<file path="src/rtl/alu_seq.sv">
// alu_seq: handshaked ALU with registered flags and an iterative shift-add
// multiplier. Accepts one operation in IDLE. Logic and add/sub results appear
// one cycle later. A multiply takes WIDTH iterations. The result is held in
// DONE until the consumer takes it.
module alu_seq #(
  parameter int WIDTH = 32,
  parameter int CNT_W = $clog2(WIDTH) + 1
) (
  input  logic             clk,
  input  logic             rst,
  input  logic             in_valid,
  output logic             in_ready,
  input  logic [WIDTH-1:0] A,
  input  logic [WIDTH-1:0] B,
  input  logic [2:0]       ALUControl,
  output logic             out_valid,
  input  logic             out_ready,
  output logic [WIDTH-1:0] Result,
  output logic             Carry,
  output logic             OverFlow,
  output logic             Zero,
  output logic             Negative,
  output logic             busy
);

  typedef enum logic [1:0] {IDLE, MUL, DONE} state_t;

  localparam logic [2:0]       OP_ADD  = 3'b000;
  localparam logic [2:0]       OP_SUB  = 3'b001;
  localparam logic [2:0]       OP_AND  = 3'b010;
  localparam logic [2:0]       OP_OR   = 3'b011;
  localparam logic [2:0]       OP_NAND = 3'b100;
  localparam logic [2:0]       OP_XOR  = 3'b101;
  localparam logic [2:0]       OP_NOR  = 3'b110;
  localparam logic [2:0]       OP_MUL  = 3'b111;
  localparam logic [CNT_W-1:0] LAST_IT = CNT_W'(WIDTH - 1);

  state_t           state_q;
  logic [WIDTH-1:0] result_q;
  logic             carry_q, ovf_q, zero_q, neg_q;
  logic [WIDTH-1:0] mcand_q, mplier_q, acc_q;
  logic [CNT_W-1:0] cnt_q;

  logic [WIDTH:0]   sum_d;
  logic [WIDTH-1:0] b_eff_d;
  logic [WIDTH-1:0] alu_res_d;
  logic             alu_carry_d, alu_ovf_d;
  logic [WIDTH-1:0] acc_d;

  // Single-cycle ALU on the presented operands and the next multiply partial sum.
  always_comb begin
    // NOTE: every output of this block gets a default first, so no path leaves
    // a value unassigned and no latch is inferred.
    alu_res_d   = '0;
    alu_carry_d = 1'b0;
    alu_ovf_d   = 1'b0;
    b_eff_d     = ALUControl[0] ? ~B : B;
    sum_d       = {1'b0, A} + {1'b0, b_eff_d} + {{WIDTH{1'b0}}, ALUControl[0]};
    unique case (ALUControl)
      OP_ADD, OP_SUB: begin
        alu_res_d   = sum_d[WIDTH-1:0];
        alu_carry_d = sum_d[WIDTH];
        alu_ovf_d   = (sum_d[WIDTH-1] ^ A[WIDTH-1]) &
                      ~(ALUControl[0] ^ B[WIDTH-1] ^ A[WIDTH-1]);
      end
      OP_AND:  alu_res_d = A & B;
      OP_OR:   alu_res_d = A | B;
      OP_XOR:  alu_res_d = A ^ B;
      OP_NAND: alu_res_d = ~(A & B);
      OP_NOR:  alu_res_d = ~(A | B);
      OP_MUL:  alu_res_d = '0;
      default: alu_res_d = '0;
    endcase
    acc_d = mplier_q[0] ? (acc_q + mcand_q) : acc_q;
  end

  // Control FSM with the registered result, flags and multiplier datapath.
  always_ff @(posedge clk) begin
    // NOTE: sequential state uses non-blocking assignments so every register
    // samples the pre-edge values regardless of statement order.
    if (!rst) begin
      // NOTE: the multiplier working registers are not reset; they are always
      // loaded on a multiply accept before they are read.
      state_q  <= IDLE;
      result_q <= '0;
      carry_q  <= 1'b0;
      ovf_q    <= 1'b0;
      zero_q   <= 1'b0;
      neg_q    <= 1'b0;
    end else begin
      unique case (state_q)
        IDLE: begin
          if (in_valid) begin
            if (ALUControl == OP_MUL) begin
              mcand_q  <= A;
              mplier_q <= B;
              acc_q    <= '0;
              cnt_q    <= '0;
              state_q  <= MUL;
            end else begin
              result_q <= alu_res_d;
              carry_q  <= alu_carry_d;
              ovf_q    <= alu_ovf_d;
              zero_q   <= (alu_res_d == '0);
              neg_q    <= alu_res_d[WIDTH-1];
              state_q  <= DONE;
            end
          end
        end
        MUL: begin
          acc_q    <= acc_d;
          mcand_q  <= mcand_q << 1;
          mplier_q <= mplier_q >> 1;
          cnt_q    <= cnt_q + CNT_W'(1);
          // Fixed latency: always run all WIDTH iterations.
          if (cnt_q == LAST_IT) begin
            result_q <= acc_d;
            carry_q  <= 1'b0;
            ovf_q    <= 1'b0;
            zero_q   <= (acc_d == '0);
            neg_q    <= acc_d[WIDTH-1];
            state_q  <= DONE;
          end
        end
        DONE: begin
          if (out_ready) state_q <= IDLE;
        end
        default: state_q <= IDLE;
      endcase
    end
  end

  assign in_ready  = (state_q == IDLE);
  assign busy      = (state_q == MUL);
  assign out_valid = (state_q == DONE);
  assign Result    = result_q;
  assign Carry     = carry_q;
  assign OverFlow  = ovf_q;
  assign Zero      = zero_q;
  assign Negative  = neg_q;

endmodule

</file>
<file path="config.mk">
export PLATFORM = sky130hd
export DESIGN_NAME = alu_seq
export DESIGN_NICKNAME = d
export VERILOG_FILES = /design/src/rtl/alu_seq.sv
export SDC_FILE = /design/constraint.sdc
export NUM_CORES = 1
export LEC_CHECK = 0
export BUFFER_PORTS_ARGS = -buffer_cell sky130_fd_sc_hd__buf_2
export CELL_PAD_IN_SITES_DETAIL_PLACEMENT = 1
export CELL_PAD_IN_SITES_GLOBAL_PLACEMENT = 1
export CORE_AREA = 2 2 195 149
export DETAILED_ROUTE_END_ITERATION = 8
export DIE_AREA = 0 0 197 151
export PLACE_DENSITY_LB_ADDON = 0.05
export SLEW_MARGIN = 15
export SYNTH_ARGS = -nofsm -noshare
export SYNTH_HDL_FRONTEND = slang
export SYNTH_SLANG_ARGS = --single-unit
</file>
<file path="constraint.sdc">
create_clock -name clk -period 14 [get_ports clk]
set_input_delay 4.2 -clock clk [delete_from_list [all_inputs] [get_ports clk]]
set_output_delay 4.2 -clock clk [all_outputs]
set_load 0.1 [all_outputs]
</file>
# == After elaboration in Yosys (flattened, before gate mapping) ==
# Cells that the tools add are included.
# totals
register_bits,140
inputBits,71
out_inout_bits,39
elab_cells,90
# op_classes
add_sub_neg,4
eq_ne,15
mux,41
n_bitwise,11
reduce_logical,9
# ops
op,count
two-way mux 32 bit,11
case mux 32 bit (2 select lines),4
case mux 32 bit (7 select lines),1
NOT 32 bit,3
logical NOT 32 bit,2
adder 32 x 32 -> 33 bit,1
adder 33 x 1 -> 33 bit,1
adder 32 bit,1
bitwise AND 32 bit,1
OR 32 bit,1
XOR 32 bit,1
two-way mux 1 bit,13
"equality test 3 bit, second input constant",4
two-way mux 6 bit,2
case mux 6 bit (2 select lines),1
two-way mux 2 bit,4
case mux 1 bit (2 select lines),4
AND reduction 4 bit,2
"adder 6 x 1 -> 6 bit, second input constant",1
"equality test 3 x 2 -> 1 bit, second input constant",2
"equality test 6 x 5 -> 1 bit, second input constant",1
"inequality test 2 x 1 -> 1 bit, second input constant",3
case mux 2 bit (3 select lines),1
"inequality test 2 bit, second input constant",2
other kinds (11),13

# == Logic depth before layout (Yosys ltp) ==
# Gate-level depths: netlist of run 1.
# depth
word_depth,10
depth_mapped,19
ltp_nobuf,14

# == Worst setup path before layout of run 1 ==
# OpenSTA, ideal clock, no wires.
# synth_timing
path_kind,in2reg
from,input ALUControl[1]
to,register state_q[0]
setup_ps,89
t_arrival_ps,12761
required_time_ps,13911
path_slack_ps,1150
path_stages,5
n_path_buf,1
cell_sequence,buf_2 > and3_1 > a21oi_1 > nor3b_1 > o31a_1
# synth_via
elab_chain_len,4
# synth_lines
item,line_no,source
"start, declared",15,"input logic [2:0] ALUControl,"
equality test 3 bit,94,if (ALUControl == OP_MUL) begin
two-way mux 2 bit,94,
two-way mux 2 bit,93,if (in_valid) begin
case mux 2 bit (3 select lines),91,unique case (state_q)
"end signal, assigned",84,state_q <= IDLE;
"end signal, assigned",99,state_q <= MUL;
"end signal, assigned",106,state_q <= DONE;
"end, declared",38,state_t state_q;
# No other way between the ends. The select of a mux whose other input is x is not followed.
# A chain may end at the register's enable or synchronous reset.

# == Worst setup path after layout of run 1 ==
# layout_timing
from,input ALUControl[0]
to,register zero_q (netlist: Zero)
# layout_via
elab_chain_len,8
word_cells_on_any_way,19
cone_classes,2 x add/sub; 8 x eq/ne; 5 x mux; 4 x reduce/logical
# layout_lines
item,line_no,source
two-way mux 32 bit,57,b_eff_d = ALUControl[0] ? ~B : B;
adder 32 x 32 -> 33 bit,58,"sum_d = {1'b0, A} + {1'b0, b_eff_d} + {{WIDTH{1'b0}}, ALUControl[0]};"
adder 33 x 1 -> 33 bit,58,
case mux 32 bit (7 select lines),59,unique case (ALUControl)
logical NOT 32 bit,104,zero_q <= (alu_res_d == '0);
two-way mux 1 bit,94,
two-way mux 1 bit,93,
case mux 1 bit (2 select lines),91,
"end signal, assigned",104,
"end signal, assigned",120,zero_q <= (acc_d == '0);
"end, declared",40,"logic carry_q, ovf_q, zero_q, neg_q;"
# Several ways; a longest one is shown, not always the timed one. The select of a mux whose other input is x is not followed.

==> results.txt, run 1 <==
Syn Nets: 1,711
Pwr/cell area: 101 nW/um2
Final instance area: 13,900 um2
Setup bufs post-CTS: 0
Synth Register Bits: 139
Die W: 197 um
CTS Root Buffer Type: clkbuf_16
WP data arrival: 7.92 ns
Mean Syn Cell Area: 8.37 um2
Drt pass-1 iters: 5
Final Max Slew Viols: 0
Post-detailed-placement half-perimeter wirelength: 32,700 um
Post-CTS sizing: 0
Area of the multi-input gates: 8030 um2
Max Cap Viol: 0
Critical Path Source Type: input pin
Hold WS: 0.464 ns
Buffer levels on the longest clock path: 2
Unique masters post-synth: 106
Final Skew: 0.0111 ns
Fillers: 3,374
Status: complete, no violations
DRT iter0 DRCs: 763
Worst skew pair latency: 0.44 ns
Hold_buf cts: 0
I/O Buffers: 109
Async SR Flop Fraction: 0
Final Util: 0.501
Worst Setup Path Type: input pin to flip-flop
Tot Pwr: 1400 uW
Vias in the first global route: 11.8k
Worst VDD drop: 0.0801 mV
F_max: 133 MHz
Dominant synthesized flop cell: edfxtp_1
Leading area contributor after synthesis: edfxtp_1
GRT Resource Usage Total: 0.300
Vert. Die Dim: 151 um
Fin crit share: 0.538
Starting Density: 0.455
Leak: 0.00580 uW
Clock transition at path regs: 0.07 ns
Initial antenna violation count: 1
Final min period: 7.53 ns
CP cell instances: buf_4, buf_4, xor2_1, ha_1, a21o_1, a21o_1, a21oi_1, inv_1, a2111oi_4, o21ai_0, a31oi_2, o2111ai_1, nor4_1, a32oi_1, nand2_1
WL/cell: 22.7 um
CP max FO: 61
Total die area: 29,700 um2
Unrepaired setup endpoints after global routing: false
Fin nets: 1,770
Core Footprint: 27,700 um2
Worst Max-Slew Pin Slew: 0.927 ns
Routed wire length: 44,000 um
Register area: 3800 um2
Synth top cells by count: nand2_1, o21ai_0, ha_1, nor2_1, a21oi_1
Grt ovf: 0
Slowest CP cell: buf_4
Top cells by area, synth: edfxtp_1, ha_1, dfxtp_1, o21ai_0, nand2_1
Io pins: 110
Share of layout cells above drive strength 1: 0.128
Critical path endpoint category: flip-flop
# rows: 53
RePlAce Congestion: 0.919
Setup_tns: 0 ns
Final hold vios: 0
Clock Sinks: 139
Vias per inst: 6.12
Post-route DRC: 0
Post-DP Area: 13,300 um2
Ant. Diodes: 0
Worst Path Required: 14.39 ns
Worst Hold Class: flip-flop to flip-flop
Crit-path max cell delay: 0.62 ns
Slew HR: 0.382
Mapped cell area: 12,600 um2
Synthesized netlist cell count: 1,509
First-pass GRT wire length: 68,800 um
Area Growth Syn to Fin: 9.97%
Routed Antenna Nets: 0
Setup violators final: 0
Synth top area share: 0.243
Sequential area share after synthesis: 0.301
TritonCTS buffer count: 17
Post-synth EDFFs: 102
Ys Warns: 0
Most frequent cell after synthesis: nand2_1
Largest net degree at the start of global routing: 75
CTS tree: done
Via count: 11.9k
Deepest level of the CTS H-tree: 4
final timing paths:
check	start	to	cells past startpoint	slack [ns]
setup / recovery	ALUControl[0]	Zero	15	6.47
hold / removal	Result[23]	Result[23]	2	0.46
setup reg to reg	mcand_q[0]	Zero	13	10.21
hold reg to reg	Result[23]	Result[23]	2	0.46
through the flow:
| step | setup WS (ns) | cells |
|---|---|---|
| 2_1_floorplan | 1.15 | 1509 |
| 3_3_place_gp | 6.15 | 1906 |
| 3_5_place_dp | 6.07 | 1906 |
| 4_1_cts | 6.52 | 1938 |
| 5_1_grt | 6.23 | 1938 |
| 6_report | 6.47 | 1938 |
cells in the final DEF (no fill, tap or decap), types with 9 or more instances in the layout:
cell type	instances
and2_1	14
nand2_1	180
o21ai_0	141
o221ai_1	18
buf_4	19
nor4_1	10
o211ai_1	17
nand2b_1	9
a21o_1	26
dfxtp_1	37
xor2_1	45
ha_1	129
nor3_1	23
xnor2_1	25
and3_1	10
nand4_1	11
a21oi_1	115
o22ai_1	17
edfxtp_1	102
a211oi_1	12
o21ai_1	12
inv_1	83
nand3_1	29
or3_1	13
clkbuf_16	20
buf_2	108
nor2b_1	10
mux2i_1	25
a31oi_1	13
nor2_1	126
registers in the layout, summed over array words and instances, names as in the netlist:
name / flops
Carry: 1
mplier_q: 32
acc_q: 32
mcand_q: 32
OverFlow: 1
cnt_q: 6
state_q: 2
Zero: 1
Result: 32
area by class of cell:
class | count | area share
well taps | 357 | 0.0322
flip-flops and latches | 139 | 0.274
inverters | 86 | 0.0234
multi-input cells | 1197 | 0.578
clock buffers | 22 | 0.0380
clock inverters | 10 | 0.00505
repair buffers | 127 | 0.0492
cells by family (layout without fill, tap and decap cells):
family	Yosys count	count (layout)	share of synthesized area
AOI/OAI and AO/OA	489	489	0.255
and+or+nand+nor	477	477	0.176
buffers and inverters	173	245	0.0641
DFF	139	139	0.301
adders and majority gates	131	131	0.131
xor gates and xnor gates	70	70	0.0486
muxes	30	30	0.0243
power breakdown:
part	total, uW	internal [uW]	switching (uW)
Combinational	449	138	311
Sequential	467	457	9.17
Clock	480	270	210
routing by layer:
metal,GRT usage,vias up,share of wire,wire (um)
li1,-,5642,-,-
met5,0,-,0,0
met2,0.494,334,0.45,20000
met1,0.413,5828,0.47,20700
met4,0.0966,0,0.028,1230
met3,0.0354,65,0.048,2100
worst max-delay path, delay by kind of cell:
kind / cells / cell delay, ns
AOI/OAI and AO/OA: 8 / 1.49
xor gates and xnor gates: 1 / 0.17
adders and majority gates: 1 / 0.42
buffers and inverters: 3 / 1.15
and+or+nand+nor: 2 / 0.40
Power figures use the tool's default switching activity.
==> run 2: changes to the inputs <==
CORE_AREA = 2 2 204 156   (was 2 2 195 149)
DIE_AREA = 0 0 206 158   (was 0 0 197 151)
clock period = 6.3 ns   (was 14 ns; I/O delays follow)
==> run 2 against run 1 <==
Final area rose by 1.0%. Non-clock buffer count up 5. First-iteration DRC count decreased by 18%. Critical path depth unchanged. Cell count rose by 2.8%. Routed wire length rose by 1.8%. Sequential share of layout area decreased by 0.28 points. Sequential power rose by 120%. Clock power is 130% higher.
==> results.txt, run 2 (synthesis gave the netlist of run 1 again) <==
Sw Share: 0.374
Io pins: 110
Worst Path Required: 6.69 ns
Drt pass-1 iters: 5
Pwr/cell area: 222 nW/um2
Vias per inst: 5.94
Internal: 1950 uW
Post-route DRC: 0
Dpl cells: 1,960
Vert. Die Dim: 158 um
Share of layout cells above drive strength 1: 0.129
Critical Path Source Type: input pin
Final hold vios: 0
TritonCTS buffer count: 17
Worst VDD drop: 0.169 mV
Setup violators final: 0
Logic pwr share: 0.321
Clk pwr share: 0.346
CTS Root Buffer Type: clkbuf_16
WP data arrival: 5.61 ns
Worst Max-Slew Pin Slew: 1.05 ns
Leak: 0.00583 uW
GRT Resource Usage Total: 0.281
Buffer levels on the longest clock path: 2
Setup_tns: 0 ns
Starting Density: 0.411
Worst skew pair latency: 0.44 ns
# rows: 56
Vias in the first global route: 12.1k
Area Growth Syn to Fin: 11.1%
Die W: 206 um
Final setup margin: 1.08 ns
Finished Layout Cells: 1,993
Final min period: 5.22 ns
Clock Sinks: 139
Total die area: 32,500 um2
First-pass GRT wire length: 69,800 um
Hold_buf cts: 0
Largest net degree at the start of global routing: 86
Max Cap Viol: 0
Status: complete, no violations
Clock transition at path regs: 0.06 ns
Final Skew: 0.00844 ns
Fin crit share: 0.828
Setup bufs post-CTS: 0
R2R Setup Slk: 2.42 ns
DRT iter0 DRCs: 622
Initial antenna violation count: 0
Hold WS: 0.459 ns
Post-detailed-placement half-perimeter wirelength: 33,900 um
Worst Setup Path Type: input pin to flip-flop
F_max: 192 MHz
Final Max Slew Viols: 0
Seq pwr share: 0.333
Slew HR: 0.299
Deepest level of the CTS H-tree: 4
Via count: 11.8k
Worst Hold Class: flip-flop to flip-flop
Register area: 3800 um2
Most frequent cells in the layout: nand2_1, o21ai_0, ha_1
RePlAce Congestion: 0.924
Fin nets: 1,775
Critical path endpoint category: flip-flop
Commonest non-fill, non-tap cell in the layout: nand2_1
WL/cell: 22.5 um
Grt ovf: 0
Fillers: 3,718
Psw: 1170 uW
Routed Antenna Nets: 0
Core Footprint: 30,700 um2
CTS tree: done
Post-CTS sizing: 0
Final Util: 0.457
Routed wire length: 44,800 um
Setup WS pre-CTS: 0.748 ns
Unrepaired setup endpoints after global routing: false
I/O Buffers: 109
CP max FO: 44
Area of the multi-input gates: 8030 um2
run 2: changes by cell type in the layout (fill, tap and decap cells not counted), sizes merged:
cell,change
buf,+5
inv,-5
clkbuf,+3
diode,+1
clkinv,+2
run 2: cell type report:
class | count | area share
multi-input combinational | 1197 | 0.573
sequential | 139 | 0.271
timing repair buffer | 132 | 0.0532
clock buffer | 25 | 0.0401
tap | 406 | 0.0362
inverter | 86 | 0.0232
clock inverter | 7 | 0.00321
antenna | 1 | 0.000178
run 2: final timing paths:
check	from	to	depth (start not counted)
max reg2reg	mcand_q[0]	Zero	13
min reg2reg	Result[23]	Result[23]	2
min	Result[23]	Result[23]	2
max	ALUControl[0]	Zero	15
run 2: critical path, stage by stage:
cell and delay (ns):
buf_4 0.48, xor2_1 0.26, inv_1 0.10, fa_1 0.47, nor2b_4 0.15, o31a_1 0.27
o21ai_0 0.17, mux2i_1 0.14, o21ai_0 0.39, and4b_1 0.32, nand4_1 0.15, nand4b_1 0.28
nor4_1 0.29, a32oi_1 0.14, nand2_1 0.09
run 2: through the flow:
stage	area, um2	total power [uW]
after floorplan	12600	1780
after global placement	13400	2030
after detailed placement	13400	2040
after CTS	14000	3120
after global routing	14000	3250
final	14000	3120
run 2: power groups by stage:
| stage | Sequential, uW | Clock, uW | Combinational [uW] |
|---|---|---|---|
| after floorplan | 1200 | 0 | 579 |
| after CTS | 1040 | 1090 | 996 |
| after detailed placement | 1060 | 0 | 987 |
| after global routing | 1040 | 1120 | 1090 |
| after global placement | 1060 | 0 | 974 |
| final | 1040 | 1080 | 999 |
run 2: routing by layer:
metal  part of all wire  GRT usage
met2               0.47      0.475
met5                  0          0
met3              0.036     0.0358
met1               0.47      0.373
met4              0.028     0.0878
